## src/rtl/led_seq_pkg.sv

```systemverilog
// Shared types and helpers for the LED event sequencer.
package led_seq_pkg;

  typedef enum logic [1:0] {
    MODE_ALT    = 2'd0,
    MODE_CHASE  = 2'd1,
    MODE_BOUNCE = 2'd2,
    MODE_FILL   = 2'd3
  } mode_e;

  // Widest LED bank the mask generator can describe.
  localparam int MAX_LEDS = 64;

  // Position counter must hold 0..num_leds inclusive for FILL.
  function automatic int pos_width(input int num_leds);
    return $clog2(num_leds + 1);
  endfunction

  // Alternating mask: odd=0 lights even-index bits, odd=1 lights odd-index bits.
  function automatic logic [MAX_LEDS-1:0] parity_mask(input logic odd);
    logic [MAX_LEDS-1:0] m;
    m = '0;
    for (int i = 0; i < MAX_LEDS; i++) m[i] = (i[0] == odd);
    return m;
  endfunction

endpackage

```

## src/rtl/btn_conditioner.sv

```systemverilog
// Button conditioner: 2-FF synchroniser, stability debounce and rise pulse.
module btn_conditioner #(
  parameter int DEBOUNCE = 4
) (
  input  logic clk,
  input  logic rst,
  input  logic raw,
  output logic level,
  output logic rise
);

  localparam int CW = $clog2(DEBOUNCE + 1);

  logic          sync1;
  logic          synced;
  logic          level_d1;
  logic [CW-1:0] cnt;

  // Two-stage synchroniser for the asynchronous pin.
  always_ff @(posedge clk or negedge rst) begin
    if (!rst) begin
      sync1  <= 1'b0;
      synced <= 1'b0;
    end else begin
      // NOTE: non-blocking so synced takes the old sync1, giving two real stages.
      sync1  <= raw;
      synced <= sync1;
    end
  end

  // Accept a change only after DEBOUNCE consecutive differing synced cycles.
  always_ff @(posedge clk or negedge rst) begin
    if (!rst) begin
      cnt   <= '0;
      level <= 1'b0;
    end else if (synced == level) begin
      cnt <= '0;
    end else if (cnt == CW'(DEBOUNCE - 1)) begin
      level <= synced;
      cnt   <= '0;
    end else begin
      cnt <= cnt + CW'(1);
    end
  end

  // Delayed level for edge detection.
  always_ff @(posedge clk or negedge rst) begin
    if (!rst) level_d1 <= 1'b0;
    else      level_d1 <= level;
  end

  assign rise = level & ~level_d1;

endmodule

```

## src/rtl/led_event_sequencer.sv

```systemverilog
// LED pattern engine: ALT / CHASE / BOUNCE / FILL stepped by a prescaler
// while the run button is held; the mode button cycles patterns.
// NUM_LEDS is limited to led_seq_pkg::MAX_LEDS.
module led_event_sequencer
  import led_seq_pkg::*;
#(
  parameter int NUM_LEDS = 8,
  parameter int PRESCALE = 4,
  parameter int DEBOUNCE = 4
) (
  input  logic                clk,
  input  logic                rst,
  input  logic                button_inp,
  input  logic                mode_btn,
  output logic [NUM_LEDS-1:0] leds,
  output logic [1:0]          mode,
  output logic                step_tick
);

  localparam int PW = pos_width(NUM_LEDS);
  localparam int CW = $clog2(PRESCALE + 1);
  localparam logic [PW-1:0]           LAST_POS  = PW'(NUM_LEDS - 1);
  localparam logic [PW-1:0]           FULL_CNT  = PW'(NUM_LEDS);
  localparam logic [CW-1:0]           LAST_PRE  = CW'(PRESCALE - 1);
  localparam logic [MAX_LEDS-1:0]     EVEN_FULL = parity_mask(1'b0);
  localparam logic [MAX_LEDS-1:0]     ODD_FULL  = parity_mask(1'b1);
  localparam logic [NUM_LEDS-1:0]     EVEN_MASK = EVEN_FULL[NUM_LEDS-1:0];
  localparam logic [NUM_LEDS-1:0]     ODD_MASK  = ODD_FULL[NUM_LEDS-1:0];

  logic          run;
  logic          run_rise_unused;
  logic          mode_level_unused;
  logic          mode_rise;

  mode_e         mode_q, mode_d;
  logic [PW-1:0] pos_q, pos_d;    // CHASE/BOUNCE position, FILL count
  logic          dir_q, dir_d;    // 0 = up, 1 = down
  logic          phase_q, phase_d;
  logic [CW-1:0] pre_cnt;

  btn_conditioner #(.DEBOUNCE(DEBOUNCE)) u_run_btn (
    .clk   (clk),
    .rst   (rst),
    .raw   (button_inp),
    .level (run),
    .rise  (run_rise_unused)
  );

  btn_conditioner #(.DEBOUNCE(DEBOUNCE)) u_mode_btn (
    .clk   (clk),
    .rst   (rst),
    .raw   (mode_btn),
    .level (mode_level_unused),
    .rise  (mode_rise)
  );

  // A mode press wins over a coinciding step.
  assign step_tick = run & (pre_cnt == LAST_PRE) & ~mode_rise;

  // Prescaler: free-runs while running, parked at 0 when idle or on mode change.
  always_ff @(posedge clk or negedge rst) begin
    if (!rst)                                       pre_cnt <= '0;
    else if (mode_rise || !run || pre_cnt == LAST_PRE) pre_cnt <= '0;
    else                                            pre_cnt <= pre_cnt + CW'(1);
  end

  // Next pattern state: mode change resets to start, otherwise step on tick.
  always_comb begin
    // NOTE: every output gets a default first so no path can infer a latch.
    mode_d  = mode_q;
    pos_d   = pos_q;
    dir_d   = dir_q;
    phase_d = phase_q;
    if (mode_rise) begin
      mode_d  = mode_e'(mode_q + 2'd1);
      pos_d   = '0;
      dir_d   = 1'b0;
      phase_d = 1'b0;
    end else if (step_tick) begin
      case (mode_q)
        MODE_ALT:   phase_d = ~phase_q;
        MODE_CHASE: pos_d = (pos_q == LAST_POS) ? '0 : pos_q + PW'(1);
        MODE_BOUNCE: begin
          if (!dir_q) begin
            if (pos_q == LAST_POS) begin
              dir_d = 1'b1;
              pos_d = pos_q - PW'(1);
            end else begin
              pos_d = pos_q + PW'(1);
            end
          end else begin
            if (pos_q == '0) begin
              dir_d = 1'b0;
              pos_d = pos_q + PW'(1);
            end else begin
              pos_d = pos_q - PW'(1);
            end
          end
        end
        MODE_FILL:  pos_d = (pos_q == FULL_CNT) ? '0 : pos_q + PW'(1);
        default:    pos_d = pos_q;
      endcase
    end
  end

  // Pattern state register.
  always_ff @(posedge clk or negedge rst) begin
    if (!rst) begin
      mode_q  <= MODE_ALT;
      pos_q   <= '0;
      dir_q   <= 1'b0;
      phase_q <= 1'b0;
    end else begin
      mode_q  <= mode_d;
      pos_q   <= pos_d;
      dir_q   <= dir_d;
      phase_q <= phase_d;
    end
  end

  // Decode registered state to LED drive; dark whenever not running.
  always_comb begin
    leds = '0;
    if (run) begin
      case (mode_q)
        MODE_ALT:    leds = phase_q ? ODD_MASK : EVEN_MASK;
        MODE_CHASE,
        MODE_BOUNCE: leds = NUM_LEDS'(1) << pos_q;
        MODE_FILL:   leds = ~({NUM_LEDS{1'b1}} << pos_q);
        default:     leds = '0;
      endcase
    end
  end

  assign mode = mode_q;

endmodule

```

## config.mk

```make
export PLATFORM = sky130hd
export DESIGN_NAME = led_event_sequencer
export DESIGN_NICKNAME = d
export VERILOG_FILES = /design/src/rtl/led_seq_pkg.sv /design/src/rtl/btn_conditioner.sv /design/src/rtl/led_event_sequencer.sv
export SDC_FILE = /design/constraint.sdc
export NUM_CORES = 1
export LEC_CHECK = 0
export CORE_AREA = 8 8 69 59
export CTS_CLUSTER_SIZE = 25
export DETAILED_ROUTE_END_ITERATION = 10
export DIE_AREA = 0 0 77 67
export DONT_BUFFER_PORTS = 1
export MAX_ROUTING_LAYER = met4
export PLACE_DENSITY_LB_ADDON = 0.3
export SYNTH_ARGS = -nofsm -noshare
export SYNTH_HDL_FRONTEND = slang
export SYNTH_SLANG_ARGS = --single-unit
```

## constraint.sdc

```tcl
create_clock -name clk -period 1.8 [get_ports clk]
set_input_delay 0.36 -clock clk [delete_from_list [all_inputs] [get_ports clk]]
set_output_delay 0.36 -clock clk [all_outputs]
set_load 0.01 [all_outputs]
```

# Yosys cells after proc, flatten, opt, wreduce, memory -nomap -nowiden
# Cells that the tools add are included.
# totals
reg_bits,24
latch_bits,0
ramBits,0
romBits,0
wordCells,81
memories,0
# op_classes
add_sub_neg,6
n_mul,0
div_mod_pow,0
magnitude_cmp,0
eq_ne,10
n_shift,2
muxes,25
n_bitwise,9
reduce_logical,15
# ops
operator,count
$mux 4,7
$pmux 8 s3,1
$mux 8,2
$mux 3,5
$pmux 4 s3,1
$reduce_and 2->1,5
$add 3x1->3 const B,3
$eq 3x2->1 const B,3
$mux 1,9
$not 8->8,1
$shl 1x4->8 const A,1
$shl 8x4->8 const A,1
$reduce_bool 2->1,3
$not 1->1,5
$add 4x1->4 const B,1
$eq 2x2->1 const B,2
$eq 4x3->1 const B,1
$eq 4x4->1 const B,1
$logic_not 4->1,1
$reduce_bool 4->1,1
$sub 4x1->4 const B,1
$and 1x1->1,3
$add 2x1->2 const B,1
$eq 1x1->1,2
5 further kinds,6

# Longest topological paths before layout
# Gate-level depths: netlist (run 1).
# depth
depth_word,6
ltp_mapped,7

# Cells and area by module
# Synthesis (run 1) repeated with hierarchy kept, for this count alone.
# hier_totals
cells_unflattened,162
hier_area_um2,1526.5
# modules_own_cells
module,n_inst,cells_per_inst,area_each_um2
led_event_sequencer,1,132,1021.0
btn_conditioner,2,15,252.7

# Least setup slack after synthesis (run 1)
# OpenSTA, ideal clock, no wires.
# synth_path
path_type,reg-to-output
startpoint,register mode_q[0] (netlist: mode[0])
endpoint,output leds[2]
t_arrival_ns,1.487
t_required_ns,1.440
slack_ns,-0.047
path_stages_with_launch,6
path_cell_list,dfrtp_1 -> inv_1 -> ha_1 -> nor2b_1 -> nand3_1 -> a31oi_1
# synth_between
elab_chain_cells,4
word_cells_on_any_way,7
# synth_lines
element,line_no,rtl
from (decl),led_event_sequencer.sv:35,"mode_e mode_q, mode_d;"
from (signal assigned),led_event_sequencer.sv:114,mode_q <= mode_d;
$eq 2x1->1 / $eq 2x2->1 (equally long branches),led_event_sequencer.sv:125,case (mode_q)
$reduce_or 2->1,led_event_sequencer.sv:125,
$pmux 8 s3 *,led_event_sequencer.sv:125,
$mux 8 *,led_event_sequencer.sv:124,if (run) begin
to (decl),led_event_sequencer.sv:15,"output logic [NUM_LEDS-1:0] leds,"
# Every way passes the cells marked *; elsewhere a longest branch is shown, timed or not.

# Worst setup path after layout (run 1)
# layout_path
startpoint,register mode_q[1] (netlist: mode[1])
endpoint,output leds[2]
# Same word-level chain as after synthesis.

==> results of run 1 <==
path summary, 6_finish.rpt:
path                                  from                to  slack, ns  depth (start not counted)
setup reg to reg                  pos_q[0]          pos_q[1]       0.03                          7
hold reg to reg            u_run_btn.sync1  u_run_btn.synced       0.35                          0
setup / recovery                   mode[1]           leds[2]      -0.20                          6
hold / removal                  button_inp   u_run_btn.sync1       0.12                          0
max in group asynchronous              rst          pos_q[1]       0.32                          1
min in group asynchronous              rst          pos_q[0]       0.75                          1
routing by layer:
metal | share of wire [%] | up-vias | GRT usage [%]
met2 | 48 | 63 | 28.7
met3 | 4.9 | 18 | 4.30
met1 | 42 | 715 | 18.6
met4 | 5.0 | 0 | 8.69
li1 | - | 678 | -
met5 | 0 | - | -
layout make-up:
class,count,area [sq um]
fill,199,847
tap,40,50.0
inverter,14,52.6
multi-input combinational,130,1100
timing repair buffer,34,280
clock buffer,3,41.3
sequential,24,604
logic make-up (layout without fill, tap and decap cells):
family,Yosys count,in the layout
XOR/XNOR,4,4
AO/OA/AOI/OAI,45,45
multiplexers,2,2
buffers and inverters,22,51
flip-flops,24,24
AND/OR/NAND/NOR,60,60
adder cells (fa/ha/maj),19,19
metrics by stage:
step | total power, mW | setup TNS [ns] | setup slack [ns] | hold slack [ns]
2_1_floorplan | 1.55 | 0 | 0.0210 | 0.0644
3_3_place_gp | 1.92 | -0.00779 | -0.00779 | 0.0650
3_5_place_dp | 1.95 | 0 | 0.0200 | 0.0651
4_1_cts | 2.51 | -0.485 | -0.0917 | 0.110
5_1_grt | 3.08 | -1.56 | -0.263 | 0.107
6_report | 2.90 | -1.09 | -0.197 | 0.119
cell usage after synthesis (all sizes together) (5+ instances only):
library cell / n
a21oi: 13
a31oi: 5
nor2b: 7
dfrtp: 24
nor3: 5
nand2: 14
buf: 6
nand3: 9
o21ai: 11
inv: 14
ha: 19
nor2: 11
worst reg2reg max path, cell delays in order, from the launching register on:
cell	delay (ns)
dfrtp_2	0.45
inv_2	0.10
ha_4	0.17
buf_4	0.12
buf_4	0.11
a31oi_1	0.13
a221o_1	0.38
a22o_1	0.18
timing repair:
action | CTS | global route
hold endpoints to repair | 24 | 0
endpoints found under the setup margin | 8 | 11
hold buffers | 1 | 0
buffers inserted | 4 | 5
pin swaps | 10 | 11
gates resized for setup | 35 | 24
cloned | 0 | 0
cells in the final DEF (no fill, tap or decap), types with 3 or more instances in the layout:
cell type / instances
buf_6: 6
nor3b_1: 3
a21oi_1: 7
nor3_1: 5
o31ai_1: 3
nor2_2: 3
clkbuf_8: 3
inv_1: 6
nor2_1: 6
nand3_1: 7
o21ai_0: 5
a31oi_1: 3
a21o_1: 3
xnor2_1: 3
a21oi_2: 6
dfrtp_2: 3
ha_4: 7
dfrtp_1: 21
buf_4: 27
nand2_1: 12
ha_1: 10
nor2b_1: 5
inv_2: 8
o21ai_1: 3
flip-flops by register name, summed over array words and instances (netlist names):
register             flops
u_run_btn.sync1          1
mode                     2
phase_q                  1
u_run_btn.cnt            3
pos_q                    4
u_mode_btn.synced        1
u_run_btn.level          1
u_mode_btn.level_d1      1
u_mode_btn.cnt           3
u_mode_btn.level         1
u_run_btn.synced         1
dir_q                    1
pre_cnt                  3
u_mode_btn.sync1         1
power groups by stage:
stage          Sequential, mW  Combinational, mW  Clock (mW)
4_1_cts                 0.774               1.41       0.320
3_5_place_dp            0.768               1.18           0
6_report                0.782               1.82       0.303
2_1_floorplan           0.751              0.802           0
3_3_place_gp            0.758               1.16           0
5_1_grt                 0.798               1.95       0.333
==> results.cfg, run 1 <==
[detailed_routing]
firstDrtPassIters = 4
viasPerCell = 6.02
drt-wirelength-per-cell_um = 17.8
ant_nets = 0
drt-total-wl_um = 4370
drt_first_iter_violations = 112
vias = 1474
drc = 0

[floorplanning]
dieArea_sq_um = 5160
die_x_um = 77
start_util_pct = 53.8
pin_count = 15
die_y_um = 67
num_rows = 18
core_sq_um = 2970

[clock_network]
cts_root_buffer = clkbuf_8
cts_buffers = 3
htree_num_levels = 1
tritoncts = yes
cts.sinks = 24
worst_setup_hold_path_clk_slew_ns = 0.08
clkLatencyLatePin_ns = 0.26
cts_buffer_depth = 2

[logic_synthesis]
synth_largest_area_cell = dfrtp_1
synthTopCellsByArea = dfrtp_1 (38%), ha_1 (15%), a21oi_1 (4.1%)
seq_area_frac_synth_pct = 37.5
synth_flop_cell = dfrtp_1
synthXorXnorAreaFrac_pct = 2.19
synth_top_cell_area_share_pct = 37.5
yosys.area_share.adder_pct = 14.9
synth_top_family_by_area = simple AND/OR/NAND/NOR gates
yosys.area_share.simple_pct = 19.8
async_flop_share_pct = 100
syn_nets = 199
syn_inst = 176
syn_area_sq_um = 1600
ys_warn_count = 0
synth_compound_area_share_pct = 18.1
muxShareOfSynthArea_pct = 1.41
synth.distinct_cells = 42
synth_edf_count = 0
synth-seq-cells = 24
syn_avg_cell_area_sq_um = 9.09

[global_route]
grt_pass1_wl_um = 6820
overflow = 0
grt_max_degree = 25
antenna_found_initial = 0
grt_pass1_vias = 1419
grt.total_usage_pct = 17.0

[status]
violations = setup timing
outcome = finished, violations left

[worst_setup_path]
crit_family = flip-flops
timing.critical_path.required_ns = 1.44
critPathBufInv = 2
start_kind = flop
endpoint_kind = output pin
cp_max_fo = 5
crit_arrival_ns = 1.64
crit_type = flop to output pin
cp_slowest_stage_delay_ns = 0.38
slowest_stage = dfrtp_1
worstPathCellList = inv_2 -> ha_4 -> nor2b_4 -> nand3_1 -> a31oi_1 -> buf_4

[pwr]
power_frac_seq_pct = 27.0
clkPwrFrac_pct = 10.5
ir_drop_v = 0.000728
leakagePower_nw = 0.906
switchingPower_mw = 1.23
swShare_pct = 42.3
pwr_density_cell_nw_per_um2 = 1360
share_comb_of_total_power_pct = 62.6
p_int_mw = 1.67

[sta]
worst_pin_slew_ns = 1.09
slew_violations = 0
final-setup-viol-count = 8
max_clock_freq_mhz = 501
fin_crit_sh_pct = 111
period_needed_ns = 2.00
finClkSkew_ns = 0.00538
finalWorstSetupSlack_ns = -0.197
hold_viol = 0
max_slew_margin_pct = 27.1
rsz0062_at_grt = true

[final_layout]
area_delta_synth_final_pct = 32.8
stdcell_count = 245
nNetsFinal = 230
fin_area_sq_um = 2130
diodes = 0
layout-drive-gt1-share_pct = 42.0
utilization_pct = 71.5

[run]
cap_viol_max_count = 0

[placed_design]
portBuffers = 0
place.gp.congestion = 0.951
placed_area_sq_um = 1790
dp.cells = 232
hpwl_um = 2660

[worst_hold_path]
worstHoldPathType = primary input to flop
No activity file was read; power rests on OpenSTA's default activity.
==> run 2, diff against run 1 <==
--- a/config.mk
+++ b/config.mk
@@ -5,6 +5,7 @@
 export SDC_FILE = /design/constraint.sdc
 export NUM_CORES = 1
 export LEC_CHECK = 0
+export ABC_CLOCK_PERIOD_IN_PS = 1800
 export CORE_AREA = 8 8 69 59
 export CTS_CLUSTER_SIZE = 25
 export DETAILED_ROUTE_END_ITERATION = 10
==> results of run 2 <==
Same layout as run 1: the final DEF is identical, and so are final timing and power.
==> run 3, diff against run 2 <==
--- a/config.mk
+++ b/config.mk
@@ -13,6 +13,8 @@
 export DONT_BUFFER_PORTS = 1
 export MAX_ROUTING_LAYER = met4
 export PLACE_DENSITY_LB_ADDON = 0.3
+export REMOVE_ABC_BUFFERS = 1
+export SKIP_LAST_GASP = 1
 export SYNTH_ARGS = -nofsm -noshare
 export SYNTH_HDL_FRONTEND = slang
 export SYNTH_SLANG_ARGS = --single-unit
==> results.cfg, run 3 (synthesis gave the netlist of run 1 again) <==
[detailed_routing]
vias = 1472
firstDrtPassIters = 4
drt_first_iter_violations = 126
drc = 0
viasPerCell = 6.03
drt-wirelength-per-cell_um = 19.9
ant_nets = 0
drt-total-wl_um = 4850

[sta]
hold_viol = 0
worst_pin_slew_ns = 1.11
max_slew_margin_pct = 26.1
max_clock_freq_mhz = 508
slew_violations = 0
final-setup-viol-count = 11
fin_crit_sh_pct = 109
period_needed_ns = 1.97
rsz0062_at_grt = true
finClkSkew_ns = 0.0194
finalWorstSetupSlack_ns = -0.167

[pwr]
switchingPower_mw = 1.30
share_comb_of_total_power_pct = 59.0
swShare_pct = 42.1
power_frac_seq_pct = 25.5
clkPwrFrac_pct = 15.5
leakagePower_nw = 0.925
ir_drop_v = 0.000936
pwr_density_cell_nw_per_um2 = 1430
p_int_mw = 1.79
p_total_mw = 3.09

[worst_setup_path]
r2r_end = pos_q[3]
start_kind = flop
endpoint_kind = output pin
timing.critical_path.required_ns = 1.44
reg2reg_depth = 7
reg2reg_from = pos_q[1]
crit_arrival_ns = 1.61
crit_path_end = leds[6]
crit_start = mode[0]
crit_type = flop to output pin
r2r_slack_ns = -0.03
cp_max_fo = 5

[clock_network]
htree_num_levels = 1
tritoncts = yes
cts.sinks = 24
cts_buffer_depth = 2
clkLatencyLatePin_ns = 0.28
worst_setup_hold_path_clk_slew_ns = 0.10
cts_root_buffer = clkbuf_8
cts_buffers = 3

[global_route]
grt_pass1_vias = 1400
antenna_found_initial = 0
grt.total_usage_pct = 16.8
grt_pass1_wl_um = 6770
overflow = 0
grt_max_degree = 25

[worst_hold_path]
worstHoldStart = button_inp
worstHoldPathType = primary input to flop

[placed_design]
dp.cells = 232
hpwl_um = 2820
placed_area_sq_um = 1780
portBuffers = 0
dpl_worst_slack_ns = -0.0148
place.gp.congestion = 0.934

[final_layout]
layout-drive-gt1-share_pct = 41.2
nNetsFinal = 228
seq_area_sq_um = 603
diodes = 0
final_common_cell = buf_4
largest_register = pos_q
multi_input_area_sq_um = 1140
largest_register_ffs = 4
fin_area_sq_um = 2170
layout_common_cells = buf_4 (28), dfrtp_1 (22), nand2_1 (11), ha_1 (10)
fillers = 190
stdcell_count = 244
area_delta_synth_final_pct = 35.6

[run]
cap_viol_max_count = 0

[floorplanning]
num_rows = 18
pin_count = 15
die_x_um = 77
start_util_pct = 53.8
die_y_um = 67
core_sq_um = 2970
dieArea_sq_um = 5160

[status]
outcome = finished, violations left
violations = setup timing
==> run 3: cell types whose count changed in the layout (fill, tap and decap cells not counted), sizes merged <==
cell    before  now
buf         33   31
bufinv       0    1
==> run 3: cell type report <==
class,instances,area share [%]
tap,40,2.31
sequential,24,27.8
clock buffer,3,1.90
timing repair buffer,32,11.7
clock inverter,1,1.38
multi-input combinational,130,52.4
inverter,14,2.54
==> run 3: routing by layer <==
metal  vias up  track usage, %  wire, um
met5         -               -         0
met2        73            30.3      2530
li1        672               -         -
met3        18            3.90       249
met4         0            4.93       142
met1       709            18.2      1930
==> run 3: repair_timing <==
item / CTS / global route
endpoints found under the hold margin: 24 / 0
pin swaps: 12 / 10
gates cloned: 0 / 0
setup endpoints to repair: 8 / 11
gates resized for setup: 35 / 27
hold buffers: 1 / 0
setup buffers: 2 / 5
==> run 3: per-stage QoR <==
step	setup TNS, ns	hold WS, ns	utilization (%)
floorplan	-0.131	0.0644	-
global placement	0	0.0650	60.0
detailed placement	-0.0289	0.0650	60.0
CTS	-0.531	0.109	67.7
global route	-1.69	0.0872	73.0
finish	-1.03	0.0969	73.0
==> run 3: critical path, cell delays in order, from the launching register on <==
cell	delay [ns]
dfrtp_1	0.39
inv_2	0.07
ha_4	0.28
nor2b_4	0.20
nand3_1	0.10
a31oi_1	0.14
buf_4	0.14
==> run 3: power groups by stage <==
stage	registers (mW)	clock network, mW	logic, mW
CTS	0.767	0.471	1.46
finish	0.789	0.479	1.82
global route	0.801	0.503	1.93
detailed placement	0.769	0	1.20
global placement	0.757	0	1.15
floorplan	0.769	0	0.742
==> run 3: worst min-delay path by stage <==
stage / to / slack, ns / cells after the start
after global routing: u_run_btn.sync1 / 0.09 / 0
after floorplan: dir_q / 0.06 / 0
final: u_run_btn.sync1 / 0.1 / 0
after CTS: u_run_btn.sync1 / 0.11 / 0
after global placement: u_mode_btn.sync1 / 0.06 / 0
after detailed placement: u_mode_btn.synced / 0.06 / 0
